===== src/rtl/pux_pkg.sv =====
// Shared constants, FSM encoding and operand-buffer select codes for the
// pux master interface.
package pux_pkg;

    localparam int OPCW    = 8;
    localparam int DATAW   = 16;
    localparam int STATUSW = 2;
    localparam int NWORDS  = 4;
    localparam int TIMEOUT = 200;

    typedef enum logic [2:0] {
        ST_IDLE     = 3'd0,
        ST_SEND_OP  = 3'd1,
        ST_WAIT_RSP = 3'd2,
        ST_STREAM   = 3'd3,
        ST_WAIT_STS = 3'd4,
        ST_RESPOND  = 3'd5
    } state_t;

    localparam logic [1:0] SEL_A = 2'd0;
    localparam logic [1:0] SEL_B = 2'd1;
    localparam logic [1:0] SEL_M = 2'd2;

endpackage


===== src/rtl/pux_mi_chan.sv =====
// One operand streamer: walks word index 0..NWORDS-1, holding valid until the
// slave's ready, and raises done after the last word.
module pux_mi_chan #(
    parameter int NWORDS = pux_pkg::NWORDS
) (
    input  logic                      axis_clk,
    input  logic                      axis_rstn,
    input  logic                      i_start,
    input  logic                      i_ready,
    output logic                      o_valid,
    output logic [$clog2(NWORDS)-1:0] o_idx,
    output logic                      o_done
);
    import pux_pkg::*;

    localparam int IW = $clog2(NWORDS);

    logic          r_valid;
    logic          r_done;
    logic [IW-1:0] r_idx;

    always_ff @(posedge axis_clk or posedge axis_rstn) begin
        if (axis_rstn) begin
            r_valid <= 1'b0;
            r_done  <= 1'b0;
            r_idx   <= '0;
        end else if (i_start) begin
            r_valid <= 1'b1;
            r_done  <= 1'b0;
            r_idx   <= '0;
        end else if (r_valid && i_ready) begin
            if (r_idx == IW'(NWORDS - 1)) begin
                r_valid <= 1'b0;
                r_done  <= 1'b1;
            end else begin
                r_idx <= r_idx + IW'(1);
            end
        end
    end

    assign o_valid = r_valid;
    assign o_idx   = r_idx;
    assign o_done  = r_done;

endmodule


===== src/rtl/pux_mi.sv =====
// Command master toward pux_si: sends an opcode, optionally streams the A/B/M
// operand buffers on request, collects status (or times out) and responds.
module pux_mi #(
    parameter int OPCW    = pux_pkg::OPCW,
    parameter int DATAW   = pux_pkg::DATAW,
    parameter int STATUSW = pux_pkg::STATUSW,
    parameter int NWORDS  = pux_pkg::NWORDS,
    parameter int TIMEOUT = pux_pkg::TIMEOUT
) (
    input  logic                      axis_clk,
    input  logic                      axis_rstn,
    input  logic                      host_wr_en,
    input  logic [1:0]                host_wr_sel,
    input  logic [$clog2(NWORDS)-1:0] host_wr_addr,
    input  logic [DATAW-1:0]          host_wr_data,
    input  logic [OPCW-1:0]           cmd_opcode,
    input  logic                      cmd_valid,
    output logic                      cmd_ready,
    output logic [OPCW-1:0]           axis_opcode_data,
    output logic                      axis_opcode_valid,
    input  logic                      axis_opcode_ready,
    output logic [DATAW-1:0]          axis_abuff_data,
    output logic                      axis_abuff_valid,
    input  logic                      axis_abuff_ready,
    output logic [DATAW-1:0]          axis_bbuff_data,
    output logic                      axis_bbuff_valid,
    input  logic                      axis_bbuff_ready,
    output logic [DATAW-1:0]          axis_mbuff_data,
    output logic                      axis_mbuff_valid,
    input  logic                      axis_mbuff_ready,
    input  logic                      stream_reqest,
    input  logic [STATUSW-1:0]        axis_status_data,
    input  logic                      axis_status_valid,
    output logic                      axis_status_ready,
    output logic [STATUSW-1:0]        rsp_status,
    output logic                      rsp_timeout,
    output logic                      rsp_valid,
    input  logic                      rsp_ready,
    output logic                      busy
);
    import pux_pkg::*;

    localparam int IW = $clog2(NWORDS);
    localparam int CW = $clog2(TIMEOUT + 1);

    state_t               r_state;
    logic [OPCW-1:0]      r_opcode;
    logic                 r_cmd_ready;
    logic                 r_op_valid;
    logic                 r_sts_ready;
    logic                 r_rsp_valid;
    logic [STATUSW-1:0]   r_rsp_status;
    logic                 r_rsp_timeout;
    logic                 r_busy;
    logic [CW-1:0]        r_cnt;

    logic [DATAW-1:0]     r_abuf [NWORDS];
    logic [DATAW-1:0]     r_bbuf [NWORDS];
    logic [DATAW-1:0]     r_mbuf [NWORDS];

    logic                 w_sts_hs;
    logic                 w_stream_start;
    logic                 w_cnt_last;
    logic [2:0]           w_done;
    logic [IW-1:0]        w_a_idx;
    logic [IW-1:0]        w_b_idx;
    logic [IW-1:0]        w_m_idx;

    // Operand store keeps its contents through reset; host writes land only while idle.
    always_ff @(posedge axis_clk) begin
        if (host_wr_en && r_state == ST_IDLE) begin
            case (host_wr_sel)
                SEL_A:   r_abuf[host_wr_addr] <= host_wr_data;
                SEL_B:   r_bbuf[host_wr_addr] <= host_wr_data;
                SEL_M:   r_mbuf[host_wr_addr] <= host_wr_data;
                default: ;
            endcase
        end
    end

    assign w_sts_hs       = axis_status_valid && r_sts_ready;
    assign w_stream_start = (r_state == ST_WAIT_RSP) && stream_reqest && !w_sts_hs;
    assign w_cnt_last     = (r_cnt == CW'(TIMEOUT - 1));

    always_ff @(posedge axis_clk or posedge axis_rstn) begin
        if (axis_rstn) begin
            r_state       <= ST_IDLE;
            r_opcode      <= '0;
            r_cmd_ready   <= 1'b0;
            r_op_valid    <= 1'b0;
            r_sts_ready   <= 1'b0;
            r_rsp_valid   <= 1'b0;
            r_rsp_status  <= '0;
            r_rsp_timeout <= 1'b0;
            r_busy        <= 1'b0;
            r_cnt         <= '0;
        end else begin
            case (r_state)
                ST_IDLE: begin
                    r_cmd_ready <= 1'b1;
                    if (cmd_valid && r_cmd_ready) begin
                        r_opcode    <= cmd_opcode;
                        r_cmd_ready <= 1'b0;
                        r_op_valid  <= 1'b1;
                        r_busy      <= 1'b1;
                        r_state     <= ST_SEND_OP;
                    end
                end
                ST_SEND_OP: begin
                    if (axis_opcode_ready) begin
                        r_op_valid  <= 1'b0;
                        r_sts_ready <= 1'b1;
                        r_cnt       <= '0;
                        r_state     <= ST_WAIT_RSP;
                    end
                end
                // Status beats a simultaneous stream request; timeout is checked last.
                ST_WAIT_RSP, ST_WAIT_STS: begin
                    if (w_sts_hs) begin
                        r_sts_ready   <= 1'b0;
                        r_rsp_valid   <= 1'b1;
                        r_rsp_status  <= axis_status_data;
                        r_rsp_timeout <= 1'b0;
                        r_state       <= ST_RESPOND;
                    end else if (w_stream_start) begin
                        r_sts_ready <= 1'b0;
                        r_state     <= ST_STREAM;
                    end else if (w_cnt_last) begin
                        r_sts_ready   <= 1'b0;
                        r_rsp_valid   <= 1'b1;
                        r_rsp_status  <= '0;
                        r_rsp_timeout <= 1'b1;
                        r_state       <= ST_RESPOND;
                    end else begin
                        r_cnt <= r_cnt + CW'(1);
                    end
                end
                ST_STREAM: begin
                    if (&w_done) begin
                        r_sts_ready <= 1'b1;
                        r_cnt       <= '0;
                        r_state     <= ST_WAIT_STS;
                    end
                end
                ST_RESPOND: begin
                    if (rsp_ready) begin
                        r_rsp_valid   <= 1'b0;
                        r_rsp_status  <= '0;
                        r_rsp_timeout <= 1'b0;
                        r_busy        <= 1'b0;
                        r_cmd_ready   <= 1'b1;
                        r_state       <= ST_IDLE;
                    end
                end
                default: r_state <= ST_IDLE;
            endcase
        end
    end

    pux_mi_chan #(.NWORDS(NWORDS)) u_chan_a (
        .axis_clk  (axis_clk),
        .axis_rstn (axis_rstn),
        .i_start   (w_stream_start),
        .i_ready   (axis_abuff_ready),
        .o_valid   (axis_abuff_valid),
        .o_idx     (w_a_idx),
        .o_done    (w_done[0])
    );

    pux_mi_chan #(.NWORDS(NWORDS)) u_chan_b (
        .axis_clk  (axis_clk),
        .axis_rstn (axis_rstn),
        .i_start   (w_stream_start),
        .i_ready   (axis_bbuff_ready),
        .o_valid   (axis_bbuff_valid),
        .o_idx     (w_b_idx),
        .o_done    (w_done[1])
    );

    pux_mi_chan #(.NWORDS(NWORDS)) u_chan_m (
        .axis_clk  (axis_clk),
        .axis_rstn (axis_rstn),
        .i_start   (w_stream_start),
        .i_ready   (axis_mbuff_ready),
        .o_valid   (axis_mbuff_valid),
        .o_idx     (w_m_idx),
        .o_done    (w_done[2])
    );

    assign axis_abuff_data   = r_abuf[w_a_idx];
    assign axis_bbuff_data   = r_bbuf[w_b_idx];
    assign axis_mbuff_data   = r_mbuf[w_m_idx];
    assign cmd_ready         = r_cmd_ready;
    assign axis_opcode_data  = r_opcode;
    assign axis_opcode_valid = r_op_valid;
    assign axis_status_ready = r_sts_ready;
    assign rsp_valid         = r_rsp_valid;
    assign rsp_status        = r_rsp_status;
    assign rsp_timeout       = r_rsp_timeout;
    assign busy              = r_busy;

endmodule


===== config.mk =====
export PLATFORM = sky130hd
export DESIGN_NAME = pux_mi
export DESIGN_NICKNAME = d
export VERILOG_FILES = /design/src/rtl/pux_pkg.sv /design/src/rtl/pux_mi_chan.sv /design/src/rtl/pux_mi.sv
export SDC_FILE = /design/constraint.sdc
export NUM_CORES = 1
export LEC_CHECK = 0
export CAP_MARGIN = 10
export CELL_PAD_IN_SITES_DETAIL_PLACEMENT = 0
export CELL_PAD_IN_SITES_GLOBAL_PLACEMENT = 1
export CORE_MARGIN = 1
export CORE_UTILIZATION = 25
export CTS_BUF_LIST = sky130_fd_sc_hd__clkbuf_8
export DETAILED_ROUTE_END_ITERATION = 8
export PLACE_DENSITY = 0.5
export RECOVER_POWER = 50
export SETUP_SLACK_MARGIN = 0.15
export SYNTH_ARGS = -nofsm -noshare
export SYNTH_HDL_FRONTEND = slang
export SYNTH_SLANG_ARGS = --single-unit

===== constraint.sdc =====
create_clock -name axis_clk -period 3.05 [get_ports axis_clk]
set_input_delay 0.61 -clock axis_clk [delete_from_list [all_inputs] [get_ports axis_clk]]
set_output_delay 0.61 -clock axis_clk [all_outputs]
set_load 0.01 [all_outputs]

==> flow_metrics.py, run 1 <==
metrics = {
    "run_status": {
        "status": "finished with violations",
        "violations": "max-capacitance violations, max-slew violations",
    },
    "job": {
        "cap_violations": 1,
    },
    "cts": {
        "clkTransAtPathRegs_ns": 0.06,
        "tritoncts": "built",
        "clock_path_buffers": 3,
        "cts_sinks": 231,
        "cts-htree-levels": 2,
        "clk_latency_ns": 0.55,
        "cts-root-buf": "clkbuf_8",
        "cts_made_buffers": 41,
    },
    "logic_synthesis": {
        "synthArstFlopShare_pct": 16.9,
        "synth_seq_area_share_pct": 75.6,
        "syn_avg_cell_area_um2": 19.6,
        "synth_ff_type": "edfxtp_1",
        "syn_nets": 501,
        "syn_inst": 456,
        "synth-edff-count": 192,
        "ys_warn_count": 0,
        "synth.distinct_cells": 41,
        "synth_seq_cells": 231,
        "syn_area_um2": 8920,
    },
    "placed_design": {
        "dpl_cell_area_um2": 10600,
        "hpwl_um": 13500,
        "place.gp.congestion": 0.741,
        "io_buffers": 107,
    },
    "global_route": {
        "antenna_found_initial": 3,
        "grtUsageTotal_pct": 11.5,
        "grt_max_degree": 40,
        "grt_pass1_wl_um": 31200,
        "grt_pass1_vias": 5183,
        "gr-total-overflow": 0,
    },
    "sta": {
        "hold_viol_final": 0,
        "setup_viol": 0,
        "tns_ns": 0,
        "slew_viol_final": 40,
        "skew_ns": 0.0281,
        "tightestPinTransition_ns": 2.14,
        "post-route-period-util_pct": 92.1,
        "max_freq_mhz": 356,
        "period_minus_slack_ns": 2.81,
        "max_slew_margin_pct": -43.0,
        "rsz0062_at_grt": "yes",
    },
    "power_and_ir_drop": {
        "ir_drop_uv": 388,
        "leakagePower_nw": 3.92,
        "powerDensity_nw_per_um2": 841,
    },
    "setup_path": {
        "endpoint_kind": "primary output",
        "reg2regPathDepth": 5,
        "crit_type": "register to primary output",
        "cp_max_fo": 17,
        "cp_slowest_cell": "mux4_2",
        "cp-start-kind": "register",
        "crit_required_ns": 2.44,
        "cp_cell_sequence": "buf_12 > mux4_2 > clkdlybuf4s50_1",
        "arrival_ns": 2.20,
        "critPathMaxStageDelay_ns": 0.57,
    },
    "drt": {
        "drtIter0Drc": 237,
        "drt-vias-per-instance": 4.39,
        "first_pass_iters": 5,
        "drc": 0,
        "ant_nets": 0,
        "wire_per_inst_um": 18.8,
        "finalWirelength_um": 20700,
        "via_count": 4815,
    },
    "floorplan": {
        "chipWidth_um": 191,
        "die_y_um": 191,
        "rows": 68,
        "start_util_pct": 25.6,
        "coreArea_um2": 34800,
        "dieArea_um2": 36400,
        "pin_count": 108,
    },
    "hold_path": {
        "min_path_cells": 1,
        "hold_path_class": "register to register",
    },
    "layout": {
        "utilization_pct": 32.8,
        "stdcell_area_um2": 11400,
        "multi_input_area_um2": 2070,
        "synthToLayoutAreaGrowth_pct": 27.9,
        "drive_above_1_share_pct": 21.0,
        "nFillCells": 3335,
        "num_antenna_cells": 0,
        "final_common_cell": "edfxtp_1",
        "nets": 657,
        "most-common-layout-cells": "edfxtp_1, clkdlybuf4s50_1, mux4_2, clkbuf_8, dfrtp_1",
        "register_area_um2": 6740,
    },
}
-- flip-flops by register name, indices dropped and copies added (netlist names), 2 cells and up --
| signal | cells |
|---|---|
| r_mbuf | 64 |
| rsp_status | 2 |
| r_state | 3 |
| r_cnt | 8 |
| u_chan_m.o_idx | 2 |
| u_chan_b.o_idx | 2 |
| r_bbuf | 64 |
| r_abuf | 64 |
| u_chan_a.o_idx | 2 |
| axis_opcode_data | 8 |
-- kinds of logic after synthesis --
logic type / Yosys count / share of synthesized area, %
and+or+nand+nor: 91 / 5.25
buffers and inverters: 21 / 1.12
DFF: 231 / 75.6
xor gates and xnor gates: 4 / 0.393
adders and majority gates: 4 / 0.561
muxes: 63 / 14.0
AOI/OAI and AO/OA: 42 / 3.11
-- final cells by class --
class | instances | area share [%]
Clock buffer | 42 | 5.07
Clock inverter | 31 | 1.26
Inverter | 3 | 0.0987
Multi-Input combinational cell | 204 | 18.2
Sequential cell | 231 | 59.1
Tap cell | 455 | 4.99
Timing Repair Buffer | 131 | 11.3
-- layer usage --
metal | share of wire (%) | global-route usage [%] | wire length, µm
met1 | 42 | 14.0 | 8610
met2 | 50 | 19.4 | 10400
met3 | 6.5 | 3.57 | 1340
met4 | 1.6 | 3.60 | 329
met5 | 0.15 | 0 | 32
-- synth_stat cells, types with 2 or more instances --
cell,number,share of area (%)
o21ai_0,13,0.73
nand2_1,15,0.63
buf_2,11,0.62
a31oi_1,6,0.42
xor2_1,4,0.39
clkbuf_1,6,0.25
a21oi_1,5,0.28
nor2b_1,2,0.14
a22o_1,4,0.39
mux2_2,12,1.5
or3_1,3,0.21
and3_1,4,0.28
o31ai_1,4,0.34
nor2_1,30,1.3
mux2i_1,3,0.34
inv_1,3,0.13
nand2b_1,6,0.42
ha_1,4,0.56
mux4_2,48,12
nand3_1,13,0.73
nor3_1,5,0.28
dfrtp_1,39,11
edfxtp_1,192,65
nand3b_1,4,0.34
a21o_1,4,0.34
-- metrics by stage --
stage	power, mW	std cells	setup WS (ns)	hold slack (ns)
2_1_floorplan	5.69	456	0.349	0.444
3_3_place_gp	7.10	1020	0.625	0.472
3_5_place_dp	7.14	1020	0.557	0.476
4_1_cts	9.80	1093	0.167	0.476
5_1_grt	10.1	1097	0.128	0.521
6_report	9.59	1097	0.240	0.498
-- worst max-delay path: cells and delay by family, from the launching register on --
| family | cells | cell delay [ns] |
|---|---|---|
| muxes | 1 | 0.57 |
| DFF | 1 | 0.37 |
| buffers and inverters | 2 | 0.71 |
-- power breakdown --
part	total (mW)	switching (mW)	internal (mW)
logic	3.16	1.47	1.70
registers	3.90	0.223	3.67
clock network	2.53	1.24	1.29
total	9.59	2.93	6.66
-- final timing paths --
kind / slack, ns / to / startpoint
hold reg to reg: 0.50 / r_cnt[7] / r_cnt[7]
setup / recovery: 0.24 / axis_abuff_data[6] / u_chan_a.o_idx[0]
hold / removal: 0.50 / r_cnt[7] / r_cnt[7]
max in group asynchronous: 0.66 / u_chan_m.o_idx[1] / axis_rstn
min in group asynchronous: 1.15 / axis_opcode_data[0] / axis_rstn
setup reg to reg: 0.54 / rsp_status[1] / r_state[0]
-- repair_timing --
item	CTS	global route
gates resized for setup	8	4
setup endpoints to repair	48	22
hold endpoints to repair	0	0
setup buffers	0	4
hold buffers	0	0
No activity file was read; power rests on OpenSTA's default activity.
==> inputs of run 2 (changes only) <==
Settings changed: ABC_CLOCK_PERIOD_IN_PS from default to 3050.
==> results of run 2 <==
Same layout as run 1: the final DEF is identical, and so are final timing and power.
==> inputs of run 3 (changes only) <==
Settings changed: ABC_CLOCK_PERIOD_IN_PS 3050 to default, CORE_MARGIN 1 to 3.
==> run 3 against run 2 <==
  * Maximum frequency shrank 1.1%
  * Clock power grew 9.5%
  * Critical endpoint is now axis_mbuff_data[0]
  * Total power grew 2.9%
  * Hold slack gained 0.0023 ns
  * Final cell count is essentially flat
  * Clock skew shrank 0.0067 ns
  * The flow now finishes without violations
  * Sequential share of layout area shrank 0.64 points
  * Cell area grew 1.1%
==> flow_metrics.py, run 3 (synthesized netlist as in run 1, its figures left out) <==
metrics = {
    "sta": {
        "max_slew_margin_pct": 30.0,
        "rsz0062_at_grt": "yes",
        "post-route-period-util_pct": 93.1,
        "max_freq_mhz": 352,
        "period_minus_slack_ns": 2.84,
        "skew_ns": 0.0214,
        "tightestPinTransition_ns": 1.04,
        "tns_ns": 0,
        "slew_viol_final": 0,
        "hold_viol_final": 0,
        "setup_viol": 0,
    },
    "cts": {
        "cts_sinks": 231,
        "tritoncts": "built",
        "clock_path_buffers": 3,
        "cts-root-buf": "clkbuf_8",
        "cts-htree-levels": 2,
        "clkTransAtPathRegs_ns": 0.06,
        "clk_latency_ns": 0.54,
        "cts_made_buffers": 41,
    },
    "floorplan": {
        "start_util_pct": 25.6,
        "die_y_um": 195,
        "dieArea_um2": 38000,
        "pin_count": 108,
        "chipWidth_um": 195,
        "rows": 68,
        "coreArea_um2": 34900,
    },
    "layout": {
        "nets": 655,
        "nFillCells": 3387,
        "top_regs": "r_abuf (64), r_bbuf (64), r_mbuf (64)",
        "most-common-layout-cells": "edfxtp_1, clkdlybuf4s50_1, mux4_2, clkbuf_8, dfrtp_1",
        "num_antenna_cells": 0,
        "synthToLayoutAreaGrowth_pct": 29.4,
        "drive_above_1_share_pct": 22.2,
        "final_common_cell": "edfxtp_1",
    },
    "drt": {
        "via_count": 4811,
        "wire_per_inst_um": 19.5,
        "finalWirelength_um": 21400,
        "ant_nets": 0,
        "first_pass_iters": 6,
        "drtIter0Drc": 229,
        "drt-vias-per-instance": 4.39,
        "drc": 0,
    },
    "setup_path": {
        "endpoint_kind": "primary output",
        "cp-start-kind": "register",
        "cp_cell_sequence": "clkbuf_16 > mux4_2 > clkdlybuf4s50_1",
        "crit_type": "register to primary output",
        "reg2regPathDepth": 5,
        "cp_slowest_cell": "mux4_2",
        "critPathMaxStageDelay_ns": 0.52,
        "r2r-start": "r_state[0]",
        "cp_top_family": "buffers and inverters",
        "crit_buf_inv": 2,
        "crit_cells": 3,
        "cp_max_fo": 9,
        "arrival_ns": 2.23,
        "startpoint": "u_chan_m.o_idx[0]",
        "crit_required_ns": 2.44,
    },
    "power_and_ir_drop": {
        "p_total_mw": 9.87,
        "ir_drop_uv": 369,
        "leakagePower_nw": 4.03,
        "powerDensity_nw_per_um2": 856,
    },
    "job": {
        "cap_violations": 0,
    },
    "global_route": {
        "grt_pass1_vias": 5297,
        "gr-total-overflow": 0,
        "grt_pass1_wl_um": 32600,
        "grtUsageTotal_pct": 11.1,
        "antenna_found_initial": 0,
        "grt_max_degree": 40,
    },
    "placed_design": {
        "place.gp.congestion": 0.736,
        "io_buffers": 107,
        "hpwl_um": 13700,
    },
    "hold_path": {
        "min_from": "u_chan_b.o_done",
        "min_path_cells": 2,
        "hold_path_class": "register to register",
    },
    "run_status": {
        "status": "complete, no violations",
    },
}
-- run 3: cell types whose count changed in the layout (fill, tap and decap cells not counted), sizes merged, moves of 4 or more --
cell / previous run / this run
clkdlybuf4s50: 81 / 69
dlymetal6s2s: 3 / 13
inv: 22 / 15
buf: 23 / 19
clkbuf: 43 / 47
clkinv: 12 / 16
-- run 3: final timing paths --
path                       slack (ns)                 end
hold / removal                   0.50     u_chan_b.o_done
hold reg to reg                  0.50     u_chan_b.o_done
min in group asynchronous        0.85           rsp_valid
setup / recovery                 0.21  axis_mbuff_data[0]
setup reg to reg                 0.56       rsp_status[1]
max in group asynchronous        1.49   u_chan_b.o_idx[0]
-- run 3: power breakdown --
group	switching, mW	internal (mW)	total, mW
Clock	1.26	1.51	2.77
Combinational	1.47	1.71	3.19
Sequential	0.238	3.68	3.91
-- run 3: metrics by stage --
| stage | cell area (µm²) | std cells | util [%] | worst slack, ns | hold slack [ns] |
|---|---|---|---|---|---|
| 2_1_floorplan | 8920 | 456 | - | 0.349 | 0.444 |
| 3_3_place_gp | 10600 | 1019 | 30.5 | 0.615 | 0.481 |
| 3_5_place_dp | 10600 | 1019 | 30.5 | 0.561 | 0.488 |
| 4_1_cts | 11500 | 1093 | 32.9 | 0.155 | 0.493 |
| 5_1_grt | 11500 | 1096 | 33.1 | 0.137 | 0.523 |
| 6_report | 11500 | 1096 | 33.1 | 0.209 | 0.500 |
-- run 3: tightest hold or removal path, cell delays in order (launching register included) --
cell     delay (ns)
dfrtp_1        0.35
a31oi_1        0.04
nor2_1         0.07
-- run 3: cell type report --
class	count	area, µm²	area share (%)
clock buffer	44	606	5.25
clock inverter	30	194	1.68
inverter	3	11.3	0.0976
multi-input combinational	204	2070	18.0
sequential	231	6740	58.5
tap	455	569	4.93
timing repair buffer	129	1340	11.6
-- run 3: metal layers --
metal | routed length [µm] | vias to the layer above | GRT usage, %
met5 | 0 | - | 0
met3 | 1040 | 34 | 2.86
met1 | 9220 | 2485 | 13.8
met4 | 402 | 0 | 3.14
li1 | - | 2160 | -
met2 | 10700 | 132 | 19.4
-- run 3: what timing repair did --
item                       in CTS  in global routing
hold buffers                    0                  0
resized for setup               8                 16
setup endpoints to repair      48                 27
gates cloned                    0                  2
buffers inserted                0                  1
